$ cat src/rtl/rx_deserializer_if.sv
// Bundle of serial-side strobes, consumer handshake and status flags for
// rx_deserializer. The master side (bit-timing logic plus consumer) drives
// the strobes and data_ready; the slave side (the deserializer) returns the
// assembled word, its flags and the FSM state for debug visibility.
interface rx_deserializer_if #(
  parameter int WORD_LENGTH = 8
);
  logic                   SerialDataIn;
  logic                   frame_start;
  logic                   sample_en;
  logic                   data_ready;
  logic                   err_clr;
  logic [WORD_LENGTH-1:0] data_out;
  logic                   data_valid;
  logic                   parity_err;
  logic                   overrun;
  logic                   busy;
  logic [1:0]             state_dbg;

  modport master (
    output SerialDataIn, frame_start, sample_en, data_ready, err_clr,
    input  data_out, data_valid, parity_err, overrun, busy, state_dbg
  );

  modport slave (
    input  SerialDataIn, frame_start, sample_en, data_ready, err_clr,
    output data_out, data_valid, parity_err, overrun, busy, state_dbg
  );
endinterface

$ cat src/rtl/rx_deserializer.sv
// Serial-to-parallel receiver core. A start-bit detector pulses frame_start,
// a bit-timing block pulses sample_en at each bit centre; this block shifts
// the line value in, optionally checks one trailing parity bit and presents
// the finished word to a consumer.
//
// Output handshake: data_valid=1 means data_out/parity_err hold a word that
// has not yet been taken. The word is taken on a rising edge where
// data_valid=1 and data_ready=1. data_valid never drops without that
// transfer, except through reset. A new word arriving while the old one is
// still untaken replaces it and sets the sticky overrun flag; a new word
// arriving on the very edge the old one is taken just replaces it.
module rx_deserializer #(
  parameter int WORD_LENGTH = 8,
  parameter int PARITY_EN   = 0,
  parameter int PARITY_ODD  = 0,
  parameter int MSB_FIRST   = 0
) (
  input  logic             clk,
  input  logic             reset,
  rx_deserializer_if.slave bus
);

  localparam int W  = WORD_LENGTH;
  // Counter indexes data bits 0..W-1, so it needs to hold W-1.
  localparam int CW = $clog2(W);

  localparam logic [CW-1:0] LAST_BIT   = CW'(W - 1);
  localparam logic          HAS_PARITY = (PARITY_EN != 0);
  localparam logic          ODD        = (PARITY_ODD != 0);

  localparam logic [1:0] IDLE   = 2'd0;
  localparam logic [1:0] DATA   = 2'd1;
  localparam logic [1:0] PARITY = 2'd2;

  logic [1:0]    state;
  logic [1:0]    state_next;
  logic [CW-1:0] bit_cnt;
  logic [CW-1:0] bit_cnt_next;
  logic [W-1:0]  sr;
  logic [W-1:0]  sr_next;
  logic [W-1:0]  sr_shifted;

  logic          complete;
  logic [W-1:0]  word_done;
  logic          perr_done;
  logic          overrun_set;

  logic [W-1:0]  data_q;
  logic          valid_q;
  logic          perr_q;
  logic          overrun_q;

  // Shift register with the current line value inserted at the end that
  // matches the transmit order.
  always_comb begin
    sr_shifted = sr;
    if (MSB_FIRST != 0) begin
      sr_shifted = {sr[W-2:0], bus.SerialDataIn};
    end else begin
      sr_shifted = {bus.SerialDataIn, sr[W-1:1]};
    end
  end

  // Frame sequencing: frame_start always restarts the frame and swallows any
  // coincident sample; otherwise samples advance DATA and PARITY.
  always_comb begin
    state_next   = state;
    bit_cnt_next = bit_cnt;
    sr_next      = sr;
    complete     = 1'b0;
    word_done    = sr;
    perr_done    = 1'b0;
    if (bus.frame_start) begin
      sr_next      = '0;
      bit_cnt_next = '0;
      state_next   = DATA;
    end else if (bus.sample_en) begin
      case (state)
        DATA: begin
          sr_next = sr_shifted;
          if (bit_cnt == LAST_BIT) begin
            bit_cnt_next = '0;
            if (HAS_PARITY) begin
              state_next = PARITY;
            end else begin
              complete   = 1'b1;
              word_done  = sr_shifted;
              state_next = IDLE;
            end
          end else begin
            bit_cnt_next = bit_cnt + CW'(1);
          end
        end
        PARITY: begin
          // Expected parity bit is the data XOR, inverted for odd parity.
          complete   = 1'b1;
          word_done  = sr;
          perr_done  = HAS_PARITY & (bus.SerialDataIn ^ (^sr) ^ ODD);
          state_next = IDLE;
        end
        default: begin
          // IDLE ignores samples until the next frame_start.
        end
      endcase
    end
  end

  // A finished word lands on top of one that the consumer is not taking now.
  assign overrun_set = complete & valid_q & ~bus.data_ready;

  // Frame-progress registers.
  always_ff @(posedge clk or negedge reset) begin
    if (!reset) begin
      state   <= IDLE;
      bit_cnt <= '0;
      sr      <= '0;
    end else begin
      state   <= state_next;
      bit_cnt <= bit_cnt_next;
      sr      <= sr_next;
    end
  end

  // Output word, its valid/parity flags and the handshake.
  always_ff @(posedge clk or negedge reset) begin
    if (!reset) begin
      data_q  <= '0;
      valid_q <= 1'b0;
      perr_q  <= 1'b0;
    end else if (complete) begin
      data_q  <= word_done;
      valid_q <= 1'b1;
      perr_q  <= perr_done;
    end else if (valid_q && bus.data_ready) begin
      valid_q <= 1'b0;
    end
  end

  // Sticky overrun flag; a new overrun beats a simultaneous clear.
  always_ff @(posedge clk or negedge reset) begin
    if (!reset) begin
      overrun_q <= 1'b0;
    end else if (overrun_set) begin
      overrun_q <= 1'b1;
    end else if (bus.err_clr) begin
      overrun_q <= 1'b0;
    end
  end

  assign bus.data_out   = data_q;
  assign bus.data_valid = valid_q;
  assign bus.parity_err = perr_q;
  assign bus.overrun    = overrun_q;
  assign bus.busy       = (state != IDLE);
  assign bus.state_dbg  = state;

endmodule
$ cat src/flat_wrapper.sv
// flat-port wrapper written by rule: the top's interface ports become plain ports
module rx_deserializer_flat 
#(
  parameter int WORD_LENGTH = 8,
  parameter int PARITY_EN   = 0,
  parameter int PARITY_ODD  = 0,
  parameter int MSB_FIRST   = 0
)
  (clk, reset, bus_SerialDataIn, bus_frame_start, bus_sample_en, bus_data_ready, bus_err_clr, bus_data_out, bus_data_valid, bus_parity_err, bus_overrun, bus_busy, bus_state_dbg);
  rx_deserializer_if #(.WORD_LENGTH(WORD_LENGTH)) bus_i ();
  input  logic clk;
  input  logic reset;
  input wire logic [$bits(bus_i.SerialDataIn)-1:0] bus_SerialDataIn;
  input wire logic [$bits(bus_i.frame_start)-1:0] bus_frame_start;
  input wire logic [$bits(bus_i.sample_en)-1:0] bus_sample_en;
  input wire logic [$bits(bus_i.data_ready)-1:0] bus_data_ready;
  input wire logic [$bits(bus_i.err_clr)-1:0] bus_err_clr;
  output wire logic [$bits(bus_i.data_out)-1:0] bus_data_out;
  output wire logic [$bits(bus_i.data_valid)-1:0] bus_data_valid;
  output wire logic [$bits(bus_i.parity_err)-1:0] bus_parity_err;
  output wire logic [$bits(bus_i.overrun)-1:0] bus_overrun;
  output wire logic [$bits(bus_i.busy)-1:0] bus_busy;
  output wire logic [$bits(bus_i.state_dbg)-1:0] bus_state_dbg;
  assign bus_i.SerialDataIn = bus_SerialDataIn;
  assign bus_i.frame_start = bus_frame_start;
  assign bus_i.sample_en = bus_sample_en;
  assign bus_i.data_ready = bus_data_ready;
  assign bus_i.err_clr = bus_err_clr;
  assign bus_data_out = bus_i.data_out;
  assign bus_data_valid = bus_i.data_valid;
  assign bus_parity_err = bus_i.parity_err;
  assign bus_overrun = bus_i.overrun;
  assign bus_busy = bus_i.busy;
  assign bus_state_dbg = bus_i.state_dbg;
  rx_deserializer #(.WORD_LENGTH(WORD_LENGTH), .PARITY_EN(PARITY_EN), .PARITY_ODD(PARITY_ODD), .MSB_FIRST(MSB_FIRST)) u_core (.clk(clk), .reset(reset), .bus(bus_i));
endmodule
$ cat config.mk
export PLATFORM = sky130hd
export DESIGN_NAME = rx_deserializer_flat
export DESIGN_NICKNAME = d
export VERILOG_FILES = /design/src/rtl/rx_deserializer_if.sv /design/src/rtl/rx_deserializer.sv /design/src/flat_wrapper.sv
export SDC_FILE = /design/constraint.sdc
export NUM_CORES = 1
export LEC_CHECK = 0
export CAP_MARGIN = 20
export CORE_MARGIN = 5
export CORE_UTILIZATION = 50
export DETAILED_ROUTE_END_ITERATION = 8
export DONT_BUFFER_PORTS = 1
export PLACE_DENSITY = 0.7
export SLEW_MARGIN = 20
export SYNTH_ARGS = -nofsm -noshare
export SYNTH_HDL_FRONTEND = slang
export SYNTH_SLANG_ARGS = --single-unit
$ cat constraint.sdc
create_clock -name clk -period 1.4 [get_ports clk]
set_clock_uncertainty 0.05 [all_clocks]
set_input_delay 0.28 -clock clk [delete_from_list [all_inputs] [get_ports clk]]
set_output_delay 0.28 -clock clk [all_outputs]
set_load 0.01 [all_outputs]
==> results of run 1 <==
cell usage after synthesis:
cell	n
nand4bb_1	1
nand2b_1	1
mux2_4	7
dfrtp_1	21
o21a_1	1
conb_1	1
nand3_1	9
nand4b_1	1
o22ai_1	1
mux2_2	1
buf_4	4
nand2_1	1
ha_1	2
clkbuf_1	5
inv_1	1
a21bo_2	10
a21oi_1	10
worst max-delay path, stage by stage (launching register included):
cell,delay [ns]
dfrtp_1,0.40
ha_2,0.20
ha_4,0.15
nand4b_1,0.12
buf_12,0.16
mux2_4,0.30
metal layers:
metal / part of all wire (%) / up-vias
met5: 0 / -
met4: 0.67 / 0
met3: 5.1 / 2
met2: 48 / 15
met1: 46 / 274
li1: - / 273
sequential cells by signal, summed over array words and instances (netlist names):
register,flops
u_core.bus.overrun,1
u_core.bit_cnt,3
u_core.bus.data_out,8
u_core.bus.state_dbg,1
u_core.sr,7
u_core.bus.data_valid,1
power groups by stage:
stage	clock [mW]	sequential, mW	combinational [mW]
6_report	0.283	0.619	0.0507
2_1_floorplan	0	0.629	0.0346
3_3_place_gp	0	0.630	0.0223
3_5_place_dp	0	0.631	0.0237
4_1_cts	0.298	0.619	0.0475
5_1_grt	0.313	0.620	0.0581
kinds of logic after synthesis:
family / Yosys count / synth area share, %
flip-flops: 21 / 54.6
AO/OA/AOI/OAI: 22 / 17.0
other: 1 / 0.390
buffers and inverters: 10 / 5.46
multiplexers: 8 / 12.1
adder cells (fa/ha/maj): 2 / 2.60
AND/OR/NAND/NOR: 13 / 7.80
what timing repair did:
action	CTS	global route
resized for setup	1	2
endpoints found under the hold margin	31	0
buffers inserted	2	1
setup endpoints to repair	8	9
hold buffers	2	0
area by class of cell:
cell class,count,area [um^2]
Timing Repair Buffer,7,70.1
Inverter,1,3.75
Tap cell,25,31.3
Clock buffer,4,26.3
Sequential cell,21,526
Multi-Input combinational cell,47,413
Fill cell,133,713
through the flow:
step | power [mW] | TNS, ns | util, % | instances
CTS | 0.965 | -0.633 | 58.7 | 104
global route | 0.990 | -0.820 | 60.0 | 105
floorplan | 0.664 | -0.252 | - | 78
global placement | 0.653 | -0.397 | 55.0 | 96
finish | 0.953 | -0.658 | 60.0 | 105
detailed placement | 0.655 | -0.658 | 55.0 | 96
final timing paths:
path,end,slack (ns)
min in group asynchronous,u_core.bus.data_out[4],0.51
hold reg to reg,u_core.bus.data_out[0],0.46
max in group asynchronous,u_core.bit_cnt[2],0.23
hold / removal,u_core.bus.overrun,0.02
setup / recovery,u_core.bus.data_out[1],-0.09
setup reg to reg,u_core.bus.data_out[1],-0.09
==> impl_metrics.yaml, run 1 <==
status:
  outcome: "finished, violations left"
  violations: "setup timing"
sta:
  setup_ws_ns: -0.0900
  max_freq_mhz: 671
  finalMaxSlewViolations: 0
  setup_violations: 8
  worst_slew_pin_slew_ns: 0.927
  whs_ns: 0.0212
  slew_headroom_pct: 38.0
  fin_crit_sh_pct: 106
  grt_setup_unrepaired: "true"
  hold_violations: 0
  finalCriticalPeriod_ns: 1.49
setup_path:
  crit_type: "reg -> reg"
  worstPathArrival_ns: 1.63
  crit_required_ns: 1.54
  critPathLaunch: "u_core.bit_cnt[1]"
  rr_worst_depth: 5
  startpoint_type: "register"
  path_max_fanout: 10
  cp-end-kind: "register"
  worstReg2RegStart: "u_core.bit_cnt[1]"
synth:
  netlist_instances: 77
  yosys.area.top_type: "dfrtp_1"
  ys_top_cells_by_area: "dfrtp_1 55%, mux2_4 11%, a21bo_2 10%"
  avgSynthCellArea_um2: 12.5
  synth_area_um2: 962
  yosysWarnings: 0
  synth_cell_types: 17
  yosysSeqAreaShare_pct: 54.6
  synth-seq-cells: 21
  synth_top_cell_area_share_pct: 54.6
place:
  numPortBuffers: 0
  gp_congestion: 0.681
  dpl-instance-area_um2: 981
  post-place-ws_ns: -0.115
final_layout:
  final_cell_mix: "21 x dfrtp_1, 10 x a21bo_2, 10 x a21oi_1, 9 x nand3_1, 8 x mux2_4"
  drive_gt1_share_pct: 36.3
  nets: 90
  antenna_cells: 0
  syn_to_final_growth_pct: 11.2
  final_common_cell: "dfrtp_1"
  postLayoutCellArea_um2: 1070
route:
  ant_nets: 0
  drt_pass1_iterations: 4
  wl_mm: 1.64
  wl_per_cell_um: 15.6
  vias: 564
  drc: 0
  drtIter0Drc: 6
  via_per_inst: 5.37
grt:
  use_met2_pct: 20.0
  track_usage_pct: 12.6
  grt_overflow: 0
  grtUsageMet1_pct: 15.3
  grt_pass1_vias: 537
  met3_usage_pct: 4.16
  antenna_found_initial: 0
  grt_max_degree: 24
  grt_pass1_wl_mm: 2.57
  busiest_layer: "met2"
power_and_ir_drop:
  p_sw_share_pct: 21.5
  leakage_nw: 0.502
  p_seq_share_pct: 64.9
  power_frac_comb_pct: 5.3
  p_per_area_nw_per_um2: 891
  clockPowerShare_pct: 29.7
  internal_power_mw: 0.748
  peakVddDrop_v: 0.000402
  p_sw_mw: 0.205
cts:
  cts_max_path_buffers: 2
  cts_tree: "yes"
  clkTransAtPathRegs_ns: 0.11
  clkLatencyLatePin_ns: 0.30
  cts-root-buf: "clkbuf_4"
  cts_buffers: 3
  ctsHtreeMaxLevel: 1
  clock_sinks: 21
job:
  drv_cap: 0
floorplan:
  io_pins: 21
  start_util_pct: 54.0
  core_um2: 1780
  chipHeight_um: 53.9
  dieWidth_um: 53.9
  dieArea_um2: 2900
  fp-row-count: 15
hold_path:
  whs_path_depth: 1
  hp-class: "in -> reg"
  min_from: "bus_err_clr"
(Power assumes the default switching activity.)
==> inputs of run 2 (changes only) <==
--- a/config.mk
+++ b/config.mk
@@ -7,10 +7,10 @@
 export LEC_CHECK = 0
 export CAP_MARGIN = 20
 export CORE_MARGIN = 5
-export CORE_UTILIZATION = 50
+export CORE_UTILIZATION = 39
 export DETAILED_ROUTE_END_ITERATION = 8
 export DONT_BUFFER_PORTS = 1
-export PLACE_DENSITY = 0.7
+export PLACE_DENSITY = 0.57
 export SLEW_MARGIN = 20
 export SYNTH_ARGS = -nofsm -noshare
 export SYNTH_HDL_FRONTEND = slang
==> run 2 against run 1 <==
  * The run still ends with setup timing left
  * Power rose by 0.36%
  * Clock power is 2% higher
  * Sequential share of layout area down 0.40 points
  * Sequential power hardly changed
  * Routed wire length up 0.12%
  * Core utilization shrank 15 points
  * Via count down 2.1%
  * Count of clock-buffer cells in the layout stayed put
  * First-iteration DRC count rose to 3.0 times the previous value
  * Critical path depth did not move
  * Die area up 23%
  * Critical path type unchanged
==> impl_metrics.yaml, run 2 (synthesis gave the netlist of run 1 again) <==
status:
  outcome: "finished, violations left"
  violations: "setup timing"
hold_path:
  hp-class: "in -> reg"
final_layout:
  nets: 90
  antenna_cells: 0
  layout.area.seq_um2: 526
  drive_gt1_share_pct: 35.0
  multi_input_area_um2: 413
  largest_reg_flops: 8
  nFillCells: 224
  syn_to_final_growth_pct: 12.1
  postLayoutCellArea_um2: 1080
  final_cell_mix: "21 x dfrtp_1, 10 x a21bo_2, 10 x a21oi_1, 9 x nand3_1, 8 x mux2_4"
  final_common_cell: "dfrtp_1"
sta:
  finalMaxSlewViolations: 0
  slew_headroom_pct: 37.2
  setup_ws_ns: -0.0906
  fin_crit_sh_pct: 106
  worst_slew_pin_slew_ns: 0.939
  setup_tns_ns: -0.699
  grt_setup_unrepaired: "true"
  hold_violations: 0
  max_freq_mhz: 671
  finalCriticalPeriod_ns: 1.49
  setup_violations: 8
route:
  vias: 552
  via_per_inst: 5.02
  ant_nets: 0
  drtIter0Drc: 18
  wl_mm: 1.64
  drt_pass1_iterations: 4
  wl_per_cell_um: 14.9
  drc: 0
cts:
  clkLatencyLatePin_ns: 0.30
  cts-root-buf: "clkbuf_4"
  ctsHtreeMaxLevel: 1
  clock_sinks: 21
  cts_buffers: 3
  cts_tree: "yes"
  clkTransAtPathRegs_ns: 0.11
  cts_max_path_buffers: 2
place:
  numPortBuffers: 0
  gp_congestion: 0.670
  dp_hpwl_mm: 1.07
  dpl-instance-area_um2: 995
setup_path:
  path_max_fanout: 10
  worstPathArrival_ns: 1.63
  startpoint_type: "register"
  crit_required_ns: 1.54
  cp-end-kind: "register"
  crit_type: "reg -> reg"
  rrSetupSlack_ns: -0.09
floorplan:
  io_pins: 21
  dieArea_um2: 3560
  chipHeight_um: 59.7
  dieWidth_um: 59.7
  start_util_pct: 39.9
  core_um2: 2410
  fp-row-count: 18
grt:
  grt_pass1_wl_mm: 2.79
  grt_max_degree: 24
  grt_pass1_vias: 587
  grt_overflow: 0
  track_usage_pct: 10.7
  antenna_found_initial: 0
power_and_ir_drop:
  peakVddDrop_v: 0.000472
  p_per_area_nw_per_um2: 887
  leakage_nw: 0.501
job:
  drv_cap: 0
## run 2: cell count changes in the layout (fill, tap and decap cells not counted)
cell / delta
buf_4: -1
dlygate4sd3_1: +1
## run 2: critical path, stage by stage, from the launching register on
cell and delay, ns:
dfrtp_1 0.40, ha_2 0.20, ha_4 0.15, nand4b_1 0.12
buf_12 0.16, mux2_4 0.30
## run 2: what timing repair did
item	in CTS	in global routing
endpoints found under the setup margin	9	9
gates resized for setup	3	0
endpoints found under the hold margin	31	1
gates cloned	0	0
hold buffers	2	1
buffers inserted	1	0
## run 2: power breakdown
group / switching (mW) / internal [mW] / leakage, nW
Clock: 0.178 / 0.111 / 0.0150
Sequential: 0.00469 / 0.614 / 0.286
Combinational: 0.0263 / 0.0229 / 0.200
## run 2: through the flow
stage / power (mW) / setup slack [ns] / util [%] / hold slack (ns) / cells
final: 0.957 / -0.0906 / 44.8 / 0.0433 / 110
after global routing: 1.01 / -0.145 / 44.8 / 0.0258 / 110
after CTS: 0.978 / -0.101 / 44.3 / 0.00857 / 109
after detailed placement: 0.654 / -0.110 / 41.3 / -0.0651 / 102
after global placement: 0.653 / -0.0766 / 41.3 / -0.0650 / 102
after floorplan: 0.664 / -0.0360 / - / -0.0656 / 78
## run 2: per-layer routing
metal	global-route usage (%)	up-vias	share of wire, %
met3	3.67	2	6.5
met2	16.7	12	49
met4	6.65	0	0.91
met1	12.7	265	43
li1	-	273	-
met5	0	-	0
## run 2: final cells by class
cell class	instances	area share, %
Sequential cell	21	48.7
Multi-Input combinational cell	47	38.3
Timing Repair Buffer	7	6.73
Tap cell	30	3.48
Clock buffer	4	2.44
Inverter	1	0.348
## run 2: path summary, 6_finish.rpt
| kind | cells past startpoint | endpoint | startpoint |
|---|---|---|---|
| min | 1 | u_core.bus.state_dbg[0] | bus_frame_start |
| min reg2reg | 1 | u_core.bus.data_out[0] | u_core.sr[1] |
| max in group asynchronous | 1 | u_core.sr[3] | reset |
| max reg2reg | 5 | u_core.bus.data_out[3] | u_core.bit_cnt[1] |
| max | 5 | u_core.bus.data_out[3] | u_core.bit_cnt[1] |
| min in group asynchronous | 1 | u_core.bus.overrun | reset |
==> RTL edit: new RTL, flow settings as in run 1 <==
`PARITY_EN` is set to 0 in 2 places; all go to 1.
--- a/src/rtl/rx_deserializer.sv
+++ b/src/rtl/rx_deserializer.sv
@@ -11,7 +11,7 @@
 // arriving on the very edge the old one is taken just replaces it.
 module rx_deserializer #(
   parameter int WORD_LENGTH = 8,
-  parameter int PARITY_EN   = 0,
+  parameter int PARITY_EN   = 1,
   parameter int PARITY_ODD  = 0,
   parameter int MSB_FIRST   = 0
 ) (
--- a/src/flat_wrapper.sv
+++ b/src/flat_wrapper.sv
@@ -2,7 +2,7 @@
 module rx_deserializer_flat 
 #(
   parameter int WORD_LENGTH = 8,
-  parameter int PARITY_EN   = 0,
+  parameter int PARITY_EN   = 1,
   parameter int PARITY_ODD  = 0,
   parameter int MSB_FIRST   = 0
 )
Formal check against the unedited RTL: not equivalent (a bounded check fails within 10 cycles, from zero or initial values and one cycle with reset low).
==> RTL edit against run 1 <==
The flow still finishes with violations (negative setup slack). Power is 13% higher. Wire length increased by 25%. Area after synthesis grew 8.5%. Cell area is 22% higher. Sequential cell count up 3. Via count up 28%. Utilization rose by 5.6 points. Critical path depth is 1 lower. Setup slack worse by 0.073 ns.
==> RTL edit: results (changes against run 1) <==
- Post-DP Area: 0.00115 mm² (+17%)
- Synth Area in XOR/XNOR: 7.19% (+7.2 points)
- Fillers: 152 (+14%)
- Share of cells above drive strength 1: 30.9% (-5.3 points)
- Worst EP arrival: 1.71 ns (+0.08 ns)
- Gpl congestion: 0.755 (+11%)
- Reg2Reg Depth: 4 (-1)
- Setup WS pre-CTS: -0.173 ns (-0.0576 ns)
- Setup TNS: -0.402 ns (+0.256 ns)
- Worst setup path start: u_core.sr[7]$_DFFE_PN0P_
- Largest net degree at the start of global routing: 25 (+4.2%)
- Vias per cell: 5.26 (-2.0%)
- Reg2reg end: u_core.bus.parity_err$_DFFE_PN0P_
- First-pass GRT wire length: 3.51 mm (+36%)
- Area Growth Syn to Fin: 24.6%
- Max clock buf depth: 2 (unchanged)
- # setup viols final: 10 (+2)
- Final worst slack: -0.163 ns (-0.0734 ns)
- Hold worst-path end: u_core.sr[7]$_DFFE_PN0P_
- Post-synthesis sequential area ratio: 57.6% (+2.9 points)
- Mux contribution to synthesized area: 10.1% (-2.0 points)
- Top fanout value on the critical path: 2 (-8)
- Failing checks: negative setup slack
- GRT Overall Usage: 14.2% (+1.5 points)
- Hpwl dp: 1.39 mm
- TritonRoute pass-1 iters: 4 (unchanged)
- Synth area leaders: dfrtp_1 (58%), mux2_2 (8.6%), nand2_1 (7.2%)
- Run status: complete, but fails checks
- Leakage Power: 0.634 nW (+26%)
- Net Sw Frac: 22.3% (+0.76 points)
- Peak VDD IR: 622 µV (+55%)
- Avg WL per Cell: 15.0 µm (-3.9%)
- Vias in the first global route: 758 (+41%)
- Synth top cells by count: dfrtp_1 (24), nand2_1 (20), a21oi_1 (12), mux2_2 (8), xnor2_1 (5)
- Adder-cell share of the synthesized area: 2.40% (-0.20 points)
- Worst-margin pin slew: 0.530 ns (-0.397 ns)
- Compound-gate portion of the synthesized area: 8.15% (-8.9 points)
- Placed cells: 126 (+31%)
- Nets: 121 (+34%)
- Cell count after synthesis: 92 (+19%)
- Worst hold slack: 0.0457 ns (+0.0245 ns)
- Distinct cell type count after synthesis: 21 (+4)
- Hold Path Cell Cnt: 2 (+1)
- Initial DRC Count: 9 (+3)
[RTL edit: metal layers]
metal | GRT usage, % | vias up | share of wire, %
met1 | 16.1 | 362 | 39
met3 | 2.55 | 4 | 3.3
li1 | - | 346 | -
met2 | 25.2 | 9 | 56
met5 | 0 | - | 0
met4 | 7.29 | 0 | 1.2
[RTL edit: area by class of cell]
| type | instances | area share (%) |
|---|---|---|
| tap | 27 | 2.60 |
| multi-input combinational | 63 | 35.2 |
| sequential | 24 | 46.2 |
| clock buffer | 3 | 1.73 |
| timing repair buffer | 18 | 13.7 |
| inverter | 2 | 0.577 |
[RTL edit: timing repair]
| item | in CTS | in global routing |
|---|---|---|
| buffers inserted | 2 | 2 |
| gates resized for setup | 5 | 9 |
| cloned | 1 | 0 |
| hold endpoints to repair | 37 | 24 |
| pin swaps | 3 | 3 |
| endpoints found under the setup margin | 7 | 15 |
| hold buffers | 2 | 1 |
[RTL edit: power by group through the flow]
stage	clock network (mW)	logic [mW]	registers, mW
6_report	0.288	0.0880	0.706
5_1_grt	0.329	0.0989	0.707
4_1_cts	0.301	0.0836	0.706
3_5_place_dp	0	0.0560	0.719
3_3_place_gp	0	0.0523	0.718
2_1_floorplan	0	0.0416	0.719
[RTL edit: kinds of logic (layout without fill, tap and decap cells)]
group	count (synthesis)	count (layout)
compound gates	15	15
xor+xnor	7	7
fa+ha+maj	2	2
buf+inv	5	23
flops	24	24
mux	9	9
simple gates	30	30
[RTL edit: worst max-delay path: stages (launching register included)]
cell and delay, ns:
dfrtp_1 0.41, xnor2_1 0.16, xnor3_1 0.44, xnor2_1 0.15, mux2_4 0.26
